$ cat src/rtl/banner_pkg.sv
// Shared types and constants for the banner renderer: FSM states, character codes
// and the width helpers used for the address shifts.
package banner_pkg;

    localparam int unsigned CODE_W = 6;

    typedef enum logic [1:0] {
        IDLE   = 2'd0,
        SCROLL = 2'd1,
        HOLD   = 2'd2
    } state_t;

    localparam logic [CODE_W-1:0] CH_BLANK = 6'd0;
    localparam logic [CODE_W-1:0] CH_E     = 6'd5;
    localparam logic [CODE_W-1:0] CH_I     = 6'd9;
    localparam logic [CODE_W-1:0] CH_N     = 6'd14;
    localparam logic [CODE_W-1:0] CH_R     = 6'd18;
    localparam logic [CODE_W-1:0] CH_W     = 6'd23;

    function automatic int unsigned clog2(input int unsigned v);
        int unsigned r;
        r = 0;
        for (int unsigned i = 0; i < 32; i++) begin
            if ((64'd1 << i) < 64'(v)) begin
                r = i + 1;
            end
        end
        return r;
    endfunction

    // Bit width needed to hold values 0..v-1, never less than one bit.
    function automatic int unsigned width(input int unsigned v);
        return (clog2(v) == 0) ? 1 : clog2(v);
    endfunction

endpackage

$ cat src/rtl/banner_font_rom.sv
// Combinational 8x8 bitmap font for the banner; gx=0 is the leftmost column.
// Codes without a glyph, and coordinates outside the 8x8 cell, read as unlit.
module banner_font_rom
    import banner_pkg::*;
#(
    parameter int unsigned GLYPH_W = 8,
    parameter int unsigned GLYPH_H = 8,
    localparam int unsigned GX_W = width(GLYPH_W),
    localparam int unsigned GY_W = width(GLYPH_H)
) (
    input  logic [CODE_W-1:0] code_i,
    input  logic [GY_W-1:0]   gy_i,
    input  logic [GX_W-1:0]   gx_i,
    output logic              bit_o
);

    logic [63:0] rows;
    logic [7:0]  row_bits;
    logic [2:0]  gy3;
    logic [2:0]  gx3;
    logic        in_cell;

    always_comb begin
        case (code_i)
            CH_BLANK: rows = 64'h0000_0000_0000_0000;
            CH_W:     rows = 64'hC3C3_C3DB_DBFF_6600;
            CH_I:     rows = 64'h7E18_1818_1818_7E00;
            CH_N:     rows = 64'hC3E3_F3DB_CFC7_C300;
            CH_E:     rows = 64'hFFC0_C0FE_C0C0_FF00;
            CH_R:     rows = 64'hFEC3_C3FE_D8CC_C600;
            default:  rows = 64'h0000_0000_0000_0000;
        endcase
    end

    always_comb begin
        gy3      = 3'(gy_i);
        gx3      = 3'(gx_i);
        in_cell  = (32'(gy_i) < 8) && (32'(gx_i) < 8);
        // Row 0 sits in the top byte of the packed glyph constant.
        row_bits = 8'(rows >> {3'd7 - gy3, 3'b000});
        bit_o    = in_cell && row_bits[3'd7 - gx3];
    end

endmodule

$ cat src/rtl/banner_scroller.sv
// Text banner that scrolls up from START_ROW to STOP_ROW and renders a scaled bitmap font.
// Optional: define BANNER_BLINK_EN to blink the banner while it holds at STOP_ROW.
module banner_scroller
    import banner_pkg::*;
#(
    parameter int unsigned MSG_LEN   = 8,
    parameter int unsigned GLYPH_W   = 8,
    parameter int unsigned GLYPH_H   = 8,
    parameter int unsigned SCALE     = 4,
    parameter int unsigned START_COL = 195,
    parameter int unsigned START_ROW = 480,
    parameter int unsigned STOP_ROW  = 100,
    parameter int unsigned STEP      = 3,
    parameter int unsigned TICK_DIV  = 2000000,
    parameter logic [3:0]  COLOR     = 4'hF
`ifdef BANNER_BLINK_EN
    ,
    parameter int unsigned BLINK_TICKS = 16
`endif
) (
    input  logic                        clk,
    input  logic                        rst,
    input  logic [11:0]                 pixel_row,
    input  logic [11:0]                 pixel_column,
    input  logic                        start,
    input  logic [MSG_LEN*CODE_W-1:0]   msg_codes,
    output logic [3:0]                  banner_pix,
    output logic                        busy,
    output logic                        done
);

    localparam int unsigned SCALE_SH = clog2(SCALE);
    localparam int unsigned CHAR_SH  = clog2(GLYPH_W * SCALE);
    localparam int unsigned GX_W     = width(GLYPH_W);
    localparam int unsigned GY_W     = width(GLYPH_H);
    localparam int unsigned CHAR_W   = width(MSG_LEN);
    localparam int unsigned TICK_W   = width(TICK_DIV);
    localparam int unsigned BOX_W    = MSG_LEN * GLYPH_W * SCALE;
    localparam int unsigned BOX_H    = GLYPH_H * SCALE;

    state_t                      state_q, state_d;
    logic [11:0]                 row_q, row_d;
    logic [TICK_W-1:0]           tick_q, tick_d;
    logic [MSG_LEN*CODE_W-1:0]   msg_q, msg_d;
    logic [3:0]                  pix_q, pix_d;

    logic                        tick_wrap;
    logic [TICK_W-1:0]           tick_nxt;
    logic [12:0]                 row_sub;
    logic [11:0]                 row_step;

    logic [12:0]                 dx, dy;
    logic                        hit;
    logic [CHAR_W-1:0]           char_idx;
    logic [GX_W-1:0]             gx;
    logic [GY_W-1:0]             gy;
    logic [CODE_W-1:0]           code;
    logic                        font_bit;
    logic                        blank_phase;

    always_comb begin
        tick_wrap = (tick_q == TICK_W'(TICK_DIV - 1));
        tick_nxt  = tick_wrap ? '0 : tick_q + 1'b1;
        // 13-bit subtraction so a step past row 0 shows up as a set sign bit.
        row_sub   = {1'b0, row_q} - 13'(STEP);
        row_step  = (row_sub[12] || (row_sub <= 13'(STOP_ROW))) ? 12'(STOP_ROW) : row_sub[11:0];
    end

    always_comb begin
        state_d = state_q;
        row_d   = row_q;
        tick_d  = tick_q;
        msg_d   = msg_q;
        if (!start) begin
            state_d = IDLE;
            row_d   = 12'(START_ROW);
            tick_d  = '0;
        end else begin
            case (state_q)
                IDLE: begin
                    state_d = SCROLL;
                    row_d   = 12'(START_ROW);
                    tick_d  = '0;
                    msg_d   = msg_codes;
                end
                SCROLL: begin
                    tick_d = tick_nxt;
                    if (tick_wrap) begin
                        row_d = row_step;
                        if (row_step == 12'(STOP_ROW)) begin
                            state_d = HOLD;
                        end
                    end
                end
                HOLD: begin
                    row_d = 12'(STOP_ROW);
`ifdef BANNER_BLINK_EN
                    tick_d = tick_nxt;
`endif
                end
                default: state_d = IDLE;
            endcase
        end
    end

`ifdef BANNER_BLINK_EN
    localparam int unsigned BLINK_W = width(BLINK_TICKS);

    logic               phase_q, phase_d;
    logic [BLINK_W-1:0] bcnt_q, bcnt_d;

    // Phase and its tick counter sit at zero outside HOLD, so HOLD always starts lit.
    always_comb begin
        phase_d = 1'b0;
        bcnt_d  = '0;
        if (start && (state_q == HOLD)) begin
            phase_d = phase_q;
            bcnt_d  = bcnt_q;
            if (tick_wrap) begin
                if (bcnt_q == BLINK_W'(BLINK_TICKS - 1)) begin
                    bcnt_d  = '0;
                    phase_d = ~phase_q;
                end else begin
                    bcnt_d = bcnt_q + 1'b1;
                end
            end
        end
    end

    always_ff @(posedge clk) begin
        if (rst) begin
            phase_q <= 1'b0;
            bcnt_q  <= '0;
        end else begin
            phase_q <= phase_d;
            bcnt_q  <= bcnt_d;
        end
    end

    assign blank_phase = phase_q;
`else
    assign blank_phase = 1'b0;
`endif

    always_comb begin
        dx       = {1'b0, pixel_column} - 13'(START_COL);
        dy       = {1'b0, pixel_row} - {1'b0, row_q};
        hit      = !dx[12] && !dy[12] && (dx < 13'(BOX_W)) && (dy < 13'(BOX_H));
        char_idx = CHAR_W'(dx >> CHAR_SH);
        gx       = GX_W'(dx >> SCALE_SH);
        gy       = GY_W'(dy >> SCALE_SH);
        code     = '0;
        for (int unsigned i = 0; i < MSG_LEN; i++) begin
            if (char_idx == CHAR_W'(i)) begin
                code = msg_q[i*CODE_W +: CODE_W];
            end
        end
    end

    banner_font_rom #(
        .GLYPH_W (GLYPH_W),
        .GLYPH_H (GLYPH_H)
    ) u_font (
        .code_i (code),
        .gy_i   (gy),
        .gx_i   (gx),
        .bit_o  (font_bit)
    );

    always_comb begin
        pix_d = (hit && font_bit && (state_q != IDLE) && !blank_phase) ? COLOR : '0;
    end

    always_ff @(posedge clk) begin
        if (rst) begin
            state_q <= IDLE;
            row_q   <= 12'(START_ROW);
            tick_q  <= '0;
            msg_q   <= '0;
            pix_q   <= '0;
        end else begin
            state_q <= state_d;
            row_q   <= row_d;
            tick_q  <= tick_d;
            msg_q   <= msg_d;
            pix_q   <= pix_d;
        end
    end

    assign banner_pix = pix_q;
    assign busy       = (state_q == SCROLL);
    assign done       = (state_q == HOLD);

endmodule

$ cat config.mk
export PLATFORM = sky130hd
export DESIGN_NAME = banner_scroller
export DESIGN_NICKNAME = d
export VERILOG_FILES = /design/src/rtl/banner_pkg.sv /design/src/rtl/banner_font_rom.sv /design/src/rtl/banner_scroller.sv
export SDC_FILE = /design/constraint.sdc
export NUM_CORES = 1
export LEC_CHECK = 0
export BUFFER_PORTS_ARGS = -buffer_cell sky130_fd_sc_hd__buf_2
export CELL_PAD_IN_SITES_DETAIL_PLACEMENT = 0
export CELL_PAD_IN_SITES_GLOBAL_PLACEMENT = 2
export CORE_MARGIN = 8
export CORE_UTILIZATION = 36
export DETAILED_ROUTE_END_ITERATION = 10
export PLACE_DENSITY = 0.86
export SETUP_SLACK_MARGIN = 0.3
export SLEW_MARGIN = 20
export SYNTH_ARGS = -nofsm -noshare
export SYNTH_HDL_FRONTEND = slang
export SYNTH_SLANG_ARGS = --single-unit
$ cat constraint.sdc
create_clock -name clk -period 6.2 [get_ports clk]
set_input_delay 1.24 -clock clk [delete_from_list [all_inputs] [get_ports clk]]
set_output_delay 1.24 -clock clk [all_outputs]
set_load 0.01 [all_outputs]
==> results.txt <==
With fillers left out, the area of the finished cells amounts to 6590 µm². The combinational family with the most area after synthesis is simple AND/OR/NAND/NOR gates. The number of antenna diodes in the final layout is 0. The worst hold path belongs to the class register to register. The wire-length estimate of the detail-placed layout is 13.4 mm.

Entering global routing, the biggest net connects 52 pins. The buffer levels on the longest clock path is 2. The setup fix buffers added after clock tree synthesis is 0. The buffer and inverter count on the worst path came out at 1. The mean routed wirelength per cell came out at 17.0 µm. The number of placement rows came out at 46. For this design the top-level I/O count stands at 81. On the critical path the largest part of the delay comes from compound AO/OA/AOI/OAI gates. The number of nets produced by synthesis came out at 881. The flow ran to the end, and the final reports show no timing, DRC or antenna violations. The setup skew after layout came out at 0.00579 ns.

The fraction of the mapped netlist area in compound gates came out at 27.9%. The data arrival time of the critical path came out at 5.30 ns. Wires add up to 18.0 mm. The clock transition time at the flip-flop clock pins of the worst setup and hold paths came out at 0.06 ns. The first detailed-routing pass ran for 5 iterations. The die extent in x is 143 µm. The total clock buffers created by CTS came out at 9.

The met1 track demand over resource in global routing is 23.7%. Global routing used 17.7% of the available tracks across all layers. The deepest level of the CTS H-tree came out at 3.

The mux contribution to synthesized area came out at 0.912%. The element type at the critical path start is an input pin. The first-pass GRT wire length is 28.9 mm. The utilization after layout is 41.8%. The number of flip-flops and latches in the synthesized netlist is 84. The core area is 15,800 µm². The share of the cycle needed by the critical path after routing came out at 80.8%. The post-route netlist has 15.3% of its cells at a drive strength greater than 1. In the synthesized netlist the dominant register cell turns out to be sky130_fd_sc_hd__dfxtp_1. The count of endpoints failing hold in the final timing report is 0. The remaining max-slew budget at the tightest pin is 30.4%. The xor and xnor area share after synthesis is 3.50%. The static leakage is 0.00248 µW.

The standard cell with the maximum stage delay on the critical path is sky130_fd_sc_hd__a2111o_1. The synthesized area came out at 5760 µm². The critical-path maximum fanout came out at 14. The clock period minus worst slack came out at 5.01 ns. The worst setup path is of the input pin to register kind. The total number of vias is 5,921. In the layout the commonest cells are 142 x sky130_fd_sc_hd__nand2_1, 94 x sky130_fd_sc_hd__a21oi_1, 84 x sky130_fd_sc_hd__dfxtp_1. The number of buffers inserted for hold repair after clock tree synthesis came out at 0. The count of flip-flops with a built-in enable after synthesis came out at 0. The number of instances in the synthesized netlist is 789.

The remaining routing DRC violations came out at 0. The leading cell type in the layout, fill and taps excluded is sky130_fd_sc_hd__nand2_1. The count of routing violations after the opening detailed-route iteration is 451. Setup repair after global routing left no endpoint under its margin. The setup slack of the critical path after layout is 1.19 ns. The achievable frequency came out at 200 MHz. During placement, the flow inserted port buffers numbering 80. The floorplan die height came out at 143 µm. The clock tree from TritonCTS is done. The peak supply drop came out at 151 µV. The number of endpoints failing setup at the final stage is 0.

The delay of the slowest cell on the worst path came out at 0.63 ns. The clock net in this run drives a total of 84 sinks. The number of distinct library cells after synthesis is 81. Global routing used 27.0% of the available met2 tracks. The number of global-route vias before repair is 5,597. The slack of the worst reg-to-reg path is 2.34 ns. Compared with the post-synthesis result, the final layout area differs by 14.3%. The die covers 20,300 µm². The post-placement worst setup slack came out at 0.950 ns. The power per cell area came out at 218 nW/µm². The total congestion overflow after global routing is 0. The via count normalized by instance count is 5.59. The simple-gate area share of the yosys netlist is 29.2%. In this run the remaining antenna-violating nets after routing total 0. For this run, asynchronously set or reset flops after synthesis account for 0%. The number of nets in the finished design came out at 930.

The slew of the pin with the lowest slew margin is 1.04 ns. At the end of routability-driven placement, the weighted congestion stood at 0.902. The effective utilization at floorplan came out at 36.5%.

The setup TNS came out at 0 ns. The number of max-slew violations in the final report is 0. The placed instances occupy a cell area of 6270 µm².

The number of max-cap violations came out at 0. The average footprint of a synthesized cell is 7.30 µm². STA classifies the critical path endpoint as a register.

The adder-cell share of the synthesized area is 4.21%. The critical path goes through buf_2 -> a2111o_1 -> nor3_1 -> a211oi_1 -> a31oi_1 -> nor2_2 -> or4_4 -> o31ai_4 -> a21boi_1 -> or4_1 -> a2111oi_2 -> o32a_1. The root buffer selected by CTS is sky130_fd_sc_hd__clkbuf_16. The sequential area share after synthesis is 29.2%. The post-cts repair resize count came out at 0. The number of antenna violations at the first check in global routing was 0. The layer flagged by global routing as most heavily used is met2. The met3 track utilization from global routing came out at 4.19%. The clock insertion delay at the later pin of the skew report came out at 0.35 ns. The required time at the endpoint of the critical path is 6.50 ns. The warning count from the yosys run came out at 0.
## layer usage
metal  vias to the layer above  part of all wire, %
li1                       2974                    -
met1                      2784                   48
met2                       141                   44
met3                        22                  5.1
met4                         0                  2.0
met5                         -                    0
## where the power goes
part           internal [µW]  switching, µW  total [µW]
Clock                    347            229         577
Sequential               560           16.9         577
Combinational            104            180         284
## registers in the layout, indices dropped and copies added (netlist names)
register	flops
banner_pix	1
row_q	12
msg_q	48
tick_q	21
state_q	2
## cell usage after synthesis (4+ instances only)
| cell type | instances | area share, % |
|---|---|---|
| sky130_fd_sc_hd__o221a_2 | 4 | 0.78 |
| sky130_fd_sc_hd__a2bb2oi_1 | 6 | 0.91 |
| sky130_fd_sc_hd__a311o_1 | 4 | 0.69 |
| sky130_fd_sc_hd__nand4_1 | 10 | 1.1 |
| sky130_fd_sc_hd__o211ai_1 | 9 | 1.2 |
| sky130_fd_sc_hd__a22oi_1 | 9 | 1.2 |
| sky130_fd_sc_hd__a311oi_1 | 4 | 0.61 |
| sky130_fd_sc_hd__dfxtp_1 | 84 | 29 |
| sky130_fd_sc_hd__or2_2 | 5 | 0.54 |
| sky130_fd_sc_hd__a211oi_1 | 8 | 1.0 |
| sky130_fd_sc_hd__clkbuf_1 | 31 | 2.0 |
| sky130_fd_sc_hd__nand2_1 | 142 | 9.2 |
| sky130_fd_sc_hd__a31oi_1 | 9 | 0.98 |
| sky130_fd_sc_hd__or3_1 | 10 | 1.1 |
| sky130_fd_sc_hd__nand2b_1 | 7 | 0.76 |
| sky130_fd_sc_hd__a21oi_1 | 94 | 8.2 |
| sky130_fd_sc_hd__or4_1 | 6 | 0.78 |
| sky130_fd_sc_hd__inv_1 | 21 | 1.4 |
| sky130_fd_sc_hd__xor2_1 | 9 | 1.4 |
| sky130_fd_sc_hd__nor3_1 | 31 | 2.7 |
| sky130_fd_sc_hd__nor4_1 | 6 | 0.65 |
| sky130_fd_sc_hd__nand3_1 | 15 | 1.3 |
| sky130_fd_sc_hd__ha_1 | 17 | 3.7 |
| sky130_fd_sc_hd__o21ai_0 | 37 | 3.2 |
| sky130_fd_sc_hd__buf_2 | 8 | 0.69 |
| sky130_fd_sc_hd__nor2b_1 | 6 | 0.65 |
| sky130_fd_sc_hd__buf_1 | 4 | 0.26 |
| sky130_fd_sc_hd__nor2_1 | 67 | 4.4 |
| sky130_fd_sc_hd__o21a_1 | 4 | 0.52 |
| sky130_fd_sc_hd__buf_4 | 4 | 0.52 |
| sky130_fd_sc_hd__o22ai_1 | 5 | 0.54 |
| sky130_fd_sc_hd__and2_1 | 6 | 0.65 |
| sky130_fd_sc_hd__xnor2_1 | 14 | 2.1 |
| sky130_fd_sc_hd__and3_1 | 14 | 1.5 |
## stage by stage
stage / instances / power (µW) / hold WS (ns)
floorplan: 789 / 781 / 0.432
global placement: 1043 / 868 / 0.444
detailed placement: 1043 / 869 / 0.447
CTS: 1059 / 1450 / 0.456
global route: 1059 / 1510 / 0.476
finish: 1059 / 1440 / 0.455
## path summary, 6_finish.rpt
path	start	end	depth (start not counted)
setup / recovery	pixel_column[0]	banner_pix[2]	12
hold / removal	msg_q[47]	msg_q[47]	2
setup reg to reg	row_q[2]	state_q[0]	10
hold reg to reg	msg_q[47]	msg_q[47]	2
## cell families (layout without fill, tap and decap cells)
logic type,Yosys count,in the layout
XOR/XNOR,23,23
buffers and inverters,69,123
multiplexers,5,5
AO/OA/AOI/OAI,238,238
adder cells (fa/ha/maj),20,20
flip-flops,84,84
AND/OR/NAND/NOR,350,350
## tightest hold or removal path, delay by kind of cell (launching register included)
| kind | cells | cell delay, ns |
|---|---|---|
| AND/OR/NAND/NOR | 1 | 0.05 |
| flip-flops | 1 | 0.31 |
| AO/OA/AOI/OAI | 1 | 0.05 |
## area by class of cell
type	instances	area [µm²]
multi-input combinational	636	3790
inverter	21	78.8
fill	1682	9180
tap	216	270
sequential	84	1680
clock buffer	12	267
clock inverter	4	55.1
timing repair buffer	86	445
Power figures use the tool's default switching activity.
